### src/rtl/ctrl_pipe.sv
// ctrl_pipe: carries decoded control through ID/EX, EX/MEM, MEM/WB and generates
// load-use stalls, branch flushes and EX forwarding selects. Build option: FORWARDING_EN.

`ifdef FORWARDING_EN
module ctrl_fwd_sel (
    input  logic       mem_regwrite,
    input  logic [4:0] mem_rd,
    input  logic       wb_regwrite,
    input  logic [4:0] wb_rd,
    input  logic [4:0] src,
    output logic [1:0] sel
);
    // EX/MEM is the younger producer, so it wins a double match
    always_comb begin
        sel = 2'b00;
        if (mem_regwrite && mem_rd != 5'd0 && mem_rd == src)
            sel = 2'b10;
        else if (wb_regwrite && wb_rd != 5'd0 && wb_rd == src)
            sel = 2'b01;
    end
endmodule
`endif

module ctrl_pipe #(
    parameter int CNT_W = 16
) (
    input  logic             clk,
    input  logic             reset,
    input  logic             id_branch,
    input  logic             id_memread,
    input  logic             id_mem2reg,
    input  logic             id_memwrite,
    input  logic             id_alusrc,
    input  logic             id_regwrite,
    input  logic [1:0]       id_aluop,
    input  logic [4:0]       id_rs1,
    input  logic [4:0]       id_rs2,
    input  logic [4:0]       id_rd,
    input  logic             ex_zero,
    output logic             ex_alusrc,
    output logic             ex_branch,
    output logic [1:0]       ex_aluop,
    output logic             mem_memread,
    output logic             mem_memwrite,
    output logic             wb_mem2reg,
    output logic             wb_regwrite,
    output logic             pc_src,
    output logic             stall,
    output logic             if_flush,
    output logic [1:0]       fwd_a,
    output logic [1:0]       fwd_b,
    output logic [CNT_W-1:0] stall_cnt,
    output logic [CNT_W-1:0] flush_cnt
);
    typedef struct packed {
        logic       branch;
        logic       memread;
        logic       mem2reg;
        logic       memwrite;
        logic       alusrc;
        logic       regwrite;
        logic [1:0] aluop;
    } ctrl_t;

    localparam logic [CNT_W-1:0] CNT_ONE = CNT_W'(1);

    ctrl_t      id_ctrl, ex_ctrl;
    logic [4:0] ex_rs1, ex_rs2, ex_rd;
    logic       mem_mem2reg, mem_regwrite;
    logic [4:0] mem_rd, wb_rd;
    logic       ex_hit, hazard;

    assign id_ctrl = '{branch: id_branch, memread: id_memread, mem2reg: id_mem2reg,
                       memwrite: id_memwrite, alusrc: id_alusrc, regwrite: id_regwrite,
                       aluop: id_aluop};

    assign ex_alusrc = ex_ctrl.alusrc;
    assign ex_branch = ex_ctrl.branch;
    assign ex_aluop  = ex_ctrl.aluop;
    assign pc_src    = ex_ctrl.branch & ex_zero;
    assign if_flush  = pc_src;

    // rs2 is compared for every opcode; harmless over-stall on I-types
    assign ex_hit = (ex_rd != 5'd0) && (ex_rd == id_rs1 || ex_rd == id_rs2);

`ifdef FORWARDING_EN
    logic [1:0][4:0] ex_src;
    logic [1:0][1:0] fwd_sel;

    assign hazard = ex_ctrl.memread & ex_hit;
    assign ex_src = {ex_rs2, ex_rs1};

    for (genvar i = 0; i < 2; i++) begin : g_fwd
        ctrl_fwd_sel u_sel (
            .mem_regwrite(mem_regwrite),
            .mem_rd      (mem_rd),
            .wb_regwrite (wb_regwrite),
            .wb_rd       (wb_rd),
            .src         (ex_src[i]),
            .sel         (fwd_sel[i])
        );
    end

    assign fwd_a = fwd_sel[0];
    assign fwd_b = fwd_sel[1];
`else
    logic mem_hit;
    logic unused_regs;

    // No bypass: any in-flight producer in EX or MEM holds the consumer in ID
    assign mem_hit     = (mem_rd != 5'd0) && (mem_rd == id_rs1 || mem_rd == id_rs2);
    assign hazard      = (ex_ctrl.regwrite & ex_hit) | (mem_regwrite & mem_hit);
    assign fwd_a       = 2'b00;
    assign fwd_b       = 2'b00;
    assign unused_regs = ^{ex_rs1, ex_rs2, wb_rd};
`endif

    // The ID instruction is being squashed, so a hazard on it is moot
    assign stall = hazard & ~pc_src;

    always_ff @(posedge clk) begin
        if (reset) begin
            ex_ctrl      <= '0;
            ex_rs1       <= '0;
            ex_rs2       <= '0;
            ex_rd        <= '0;
            mem_memread  <= 1'b0;
            mem_memwrite <= 1'b0;
            mem_mem2reg  <= 1'b0;
            mem_regwrite <= 1'b0;
            mem_rd       <= '0;
            wb_mem2reg   <= 1'b0;
            wb_regwrite  <= 1'b0;
            wb_rd        <= '0;
            stall_cnt    <= '0;
            flush_cnt    <= '0;
        end else begin
            if (pc_src || stall) begin
                ex_ctrl <= '0;
                ex_rs1  <= '0;
                ex_rs2  <= '0;
                ex_rd   <= '0;
            end else begin
                ex_ctrl <= id_ctrl;
                ex_rs1  <= id_rs1;
                ex_rs2  <= id_rs2;
                ex_rd   <= id_rd;
            end

            mem_memread  <= ex_ctrl.memread;
            mem_memwrite <= ex_ctrl.memwrite;
            mem_mem2reg  <= ex_ctrl.mem2reg;
            mem_regwrite <= ex_ctrl.regwrite;
            mem_rd       <= ex_rd;

            wb_mem2reg   <= mem_mem2reg;
            wb_regwrite  <= mem_regwrite;
            wb_rd        <= mem_rd;

            if (stall && stall_cnt != '1)
                stall_cnt <= stall_cnt + CNT_ONE;
            if (pc_src && flush_cnt != '1)
                flush_cnt <= flush_cnt + CNT_ONE;
        end
    end
endmodule

### config.mk
export PLATFORM = sky130hd
export DESIGN_NAME = ctrl_pipe
export DESIGN_NICKNAME = d
export VERILOG_FILES = /design/src/rtl/ctrl_pipe.sv
export SDC_FILE = /design/constraint.sdc
export NUM_CORES = 1
export LEC_CHECK = 0
export CAP_MARGIN = 40
export CORE_MARGIN = 2
export CORE_UTILIZATION = 43
export DETAILED_ROUTE_END_ITERATION = 16
export HOLD_SLACK_MARGIN = 0.1
export PLACE_DENSITY = 0.73
export SETUP_SLACK_MARGIN = 0.2
export SYNTH_ARGS = -nofsm -noshare
export SYNTH_HDL_FRONTEND = slang
export SYNTH_SLANG_ARGS = --single-unit
### constraint.sdc
create_clock -name clk -period 2.2 [get_ports clk]
set_input_delay 0.44 -clock clk [delete_from_list [all_inputs] [get_ports clk]]
set_output_delay 0.44 -clock clk [all_outputs]
set_load 0.1 [all_outputs]
==> reports/summary.txt <==
====================================================================================================
Endpoint class of the critical path ...................................................  output port
Min setup slack post-route ............................................................    -0.296 ns
Time the worst path needs with I/O delays and setup ...................................      2.50 ns
Half-perimeter wire length of the detailed placement result ...........................      4430 µm
Mean post-synth cell area .............................................................     9.11 µm²
Worst rel slew slack ..................................................................        0.650
Total clock buffers created by CTS ....................................................            5
Overall via count from detail_route ...................................................         2267
Final WL ..............................................................................      6000 µm
Worst hold start ......................................................................   ex_ctrl[6]
Highest Signal Layer ..................................................................         met4
Startpoint of the most critical register-to-register path .............................    mem_rd[3]
All-Layer GR Usage ....................................................................        0.185
Fmax ..................................................................................      401 MHz
Yosys warning total ...................................................................            0
Start point of the critical path ......................................................    mem_rd[3]
Peak VDD IR ...........................................................................     0.370 mV
Biggest fanout along the worst timing path ............................................            2
Run status ............................................................................ complete, but fails checks
P per Cell Area .......................................................................   518 nW/µm²
Initial antenna violation count .......................................................            0
Worst slew pin tran ...................................................................     0.525 ns
Unrepaired setup endpoints after global routing .......................................         true
Avg Vias per Cell .....................................................................         5.06
Total number of nets in the final design ..............................................          400
Setup-violating endpoint count in the final report ....................................            3
Share of flip-flops with an asynchronous set or reset .................................            0
Post-route clock period utilization ...................................................         1.13
Share of the core filled with cells ...................................................        0.645
Clock-pin slew reported for the worst setup and hold paths after clock tree synthesis .      0.11 ns
Ant. Diodes ...........................................................................            0
Vertical extent of the die ............................................................      82.2 µm
Distinct cell type count after synthesis ..............................................           48
Overflow after GRT ....................................................................            0
Clock latency on the worst-skew pair ..................................................      0.31 ns
Root buffer cell ...................................................................... sky130_fd_sc_hd__clkbuf_8
Violations in the final reports ....................................................... setup timing
Length of routed wiring on met1 .......................................................      2590 µm
Die Area ..............................................................................     6760 µm²
Total of flip-flops plus latches after synthesis ......................................           56
Routed wl met3 ........................................................................       335 µm
Relative area change from synthesis to final layout ...................................        45.1%
Worst endpoint data arrival time ......................................................      2.06 ns
Summed negative setup slack over all endpoints ........................................    -0.341 ns
Site row count ........................................................................           28
Final Skew ............................................................................   0.00668 ns
Crit path required time ...............................................................      1.76 ns
Width of the die ......................................................................      82.2 µm
Starting DRT DRC Count ................................................................           77
Top cells by area, synth .............................................................. sky130_fd_sc_hd__dfxtp_1 43%, sky130_fd_sc_hd__xnor2_1 9.0%, sky130_fd_sc_hd__nor2_1 4.1%
Vias in the first global route ........................................................         2169
Kind of critical path .................................................................   reg -> out
Synth Cell Area .......................................................................     2630 µm²
Sequential share of the synthesized area ..............................................        0.426
Maximum number of buffers from clock root to sink .....................................            2
Synth area leader ..................................................................... sky130_fd_sc_hd__dfxtp_1
Met2 routed WL ........................................................................      3040 µm
Number of remaining DRC errors ........................................................            0
RD Place Congestion ...................................................................        0.901
Placed instance count .................................................................          433
Core footprint ........................................................................     5920 µm²
First-pass GRT wire length ............................................................      9860 µm
Clk sinks .............................................................................           56
Leading cell types by count after synthesis ........................................... 56 x sky130_fd_sc_hd__dfxtp_1, 29 x sky130_fd_sc_hd__nor2_1, 27 x sky130_fd_sc_hd__xnor2_1
Leakage power summed over all cells ...................................................      1.48 nW
Gate count after technology mapping ...................................................          289
Most used DFF post-synth .............................................................. sky130_fd_sc_hd__dfxtp_1
Final Hold Fails ......................................................................            0
TritonCTS clock tree ..................................................................        built
Portion of synthesized cell area occupied by the leading cell type ....................        0.426
Top-level I/O count ...................................................................           73
Pin count of the biggest net entering global routing ..................................           49
Number of flops mapped to enable cells by yosys .......................................            0
Proportion of layout cells with a drive suffix above 1 ................................        0.418
Crit start category ...................................................................         flop
Average wire length per cell after detail routing .....................................      13.4 µm
Power Total ...........................................................................      1.98 mW
Starting density of the core ..........................................................        0.445
Port-buffer cells .....................................................................           68
Deepest level of the CTS H-tree .......................................................            2
Worst min-delay path category .........................................................   reg -> reg
Antenna-violating nets left ...........................................................            0
Number of max-capacitance violations reported .........................................            0
Max Slew Vio Count ....................................................................            0
Most repeated cell in the gate-level netlist after synthesis .......................... sky130_fd_sc_hd__dfxtp_1
Final Instance Count excl. Fillers ....................................................          448
Router iterations before antenna repair ...............................................            4
====================================================================================================
## power by group
| part | leakage [nW] | total [mW] | internal [mW] | switching [mW] |
|---|---|---|---|---|
| sequential | 0.478 | 1.04 | 1.03 | 0.0189 |
| clock | 0.0511 | 0.602 | 0.241 | 0.361 |
| combinational | 0.956 | 0.330 | 0.133 | 0.197 |
| total | 1.48 | 1.98 | 1.40 | 0.576 |
## cell usage in the layout, fill, tap and decap left out, types with 5 or more instances in the layout
cell type | netlist | routed
sky130_fd_sc_hd__o31ai_1 | 7 | 6
sky130_fd_sc_hd__or4_4 | 0 | 7
sky130_fd_sc_hd__dfxtp_4 | 0 | 12
sky130_fd_sc_hd__a21oi_2 | 1 | 7
sky130_fd_sc_hd__and2_1 | 14 | 13
sky130_fd_sc_hd__xnor2_1 | 27 | 22
sky130_fd_sc_hd__nor2b_1 | 15 | 15
sky130_fd_sc_hd__dfxtp_1 | 56 | 18
sky130_fd_sc_hd__and3_1 | 7 | 6
sky130_fd_sc_hd__nand3_1 | 17 | 14
sky130_fd_sc_hd__nor2_1 | 29 | 29
sky130_fd_sc_hd__xor2_1 | 7 | 7
sky130_fd_sc_hd__buf_4 | 7 | 59
sky130_fd_sc_hd__dlygate4sd2_1 | 0 | 10
sky130_fd_sc_hd__clkbuf_8 | 0 | 5
sky130_fd_sc_hd__nand4_1 | 6 | 6
sky130_fd_sc_hd__nand2_1 | 17 | 17
sky130_fd_sc_hd__inv_1 | 7 | 7
sky130_fd_sc_hd__dfxtp_2 | 0 | 26
sky130_fd_sc_hd__clkdlybuf4s50_1 | 0 | 15
## cell families after synthesis
kind of cell             count (synthesis)  synth area share
AO/OA/AOI/OAI                           31            0.0846
flip-flops                              56             0.426
buffers and inverters                   27            0.0566
XOR/XNOR                                34             0.113
other                                    1           0.00142
AND/OR/NAND/NOR                        133             0.282
multiplexers                             5            0.0271
adder cells (fa/ha/maj)                  2           0.00950
## stage by stage
step	hold slack (ns)	worst slack (ns)	instance area, µm²
final	0.455	-0.296	3820
after global routing	0.477	-0.360	3820
after CTS	0.458	-0.330	3660
after detailed placement	0.434	-0.543	3470
after global placement	0.419	-0.453	3470
after floorplan	0.414	0.0299	2770
## cell type report
cell class | instances | area [µm²]
inverter | 8 | 46.3
fill | 487 | 2100
multi-input combinational | 209 | 1560
clock buffer | 5 | 68.8
timing repair buffer | 92 | 822
clock inverter | 3 | 28.8
tap | 75 | 93.8
sequential | 56 | 1200
## final timing paths
| kind | depth (start not counted) | end | slack (ns) |
|---|---|---|---|
| max reg2reg | 9 | stall_cnt[11] | -0.04 |
| min | 1 | mem_memread | 0.46 |
| min reg2reg | 1 | mem_memread | 0.46 |
| max | 7 | stall | -0.30 |
## worst max-delay path: stages (launching register included)
cell and delay [ns]:
sky130_fd_sc_hd__dfxtp_2 0.34, sky130_fd_sc_hd__or4_4 0.52, sky130_fd_sc_hd__o21a_1 0.20, sky130_fd_sc_hd__nor2b_4 0.13, sky130_fd_sc_hd__a22oi_4 0.22, sky130_fd_sc_hd__buf_12 0.16, sky130_fd_sc_hd__inv_16 0.03, sky130_fd_sc_hd__buf_16 0.15
## repair_timing
action	in CTS	in global routing
gates cloned	0	0
buffers inserted	4	3
pin swaps	9	14
gates resized for setup	23	30
hold buffers	0	0
hold endpoints to repair	0	0
endpoints found under the setup margin	30	34
## state kept, by name, summed over array words and instances (netlist names)
name	count
flush_cnt	16
stall_cnt	16
mem_memwrite	1
ex_aluop	2
ex_alusrc	1
mem_mem2reg	1
ex_branch	1
wb_regwrite	1
wb_mem2reg	1
mem_memread	1
mem_regwrite	1
mem_rd	5
ex_ctrl	4
ex_rd	5
## per-layer routing
layer | vias up | track usage
li1 | 1153 | -
met1 | 1052 | 0.227
met2 | 58 | 0.330
met3 | 4 | 0.0457
met4 | 0 | 0.0350
met5 | - | 0
(Power assumes the default switching activity.)
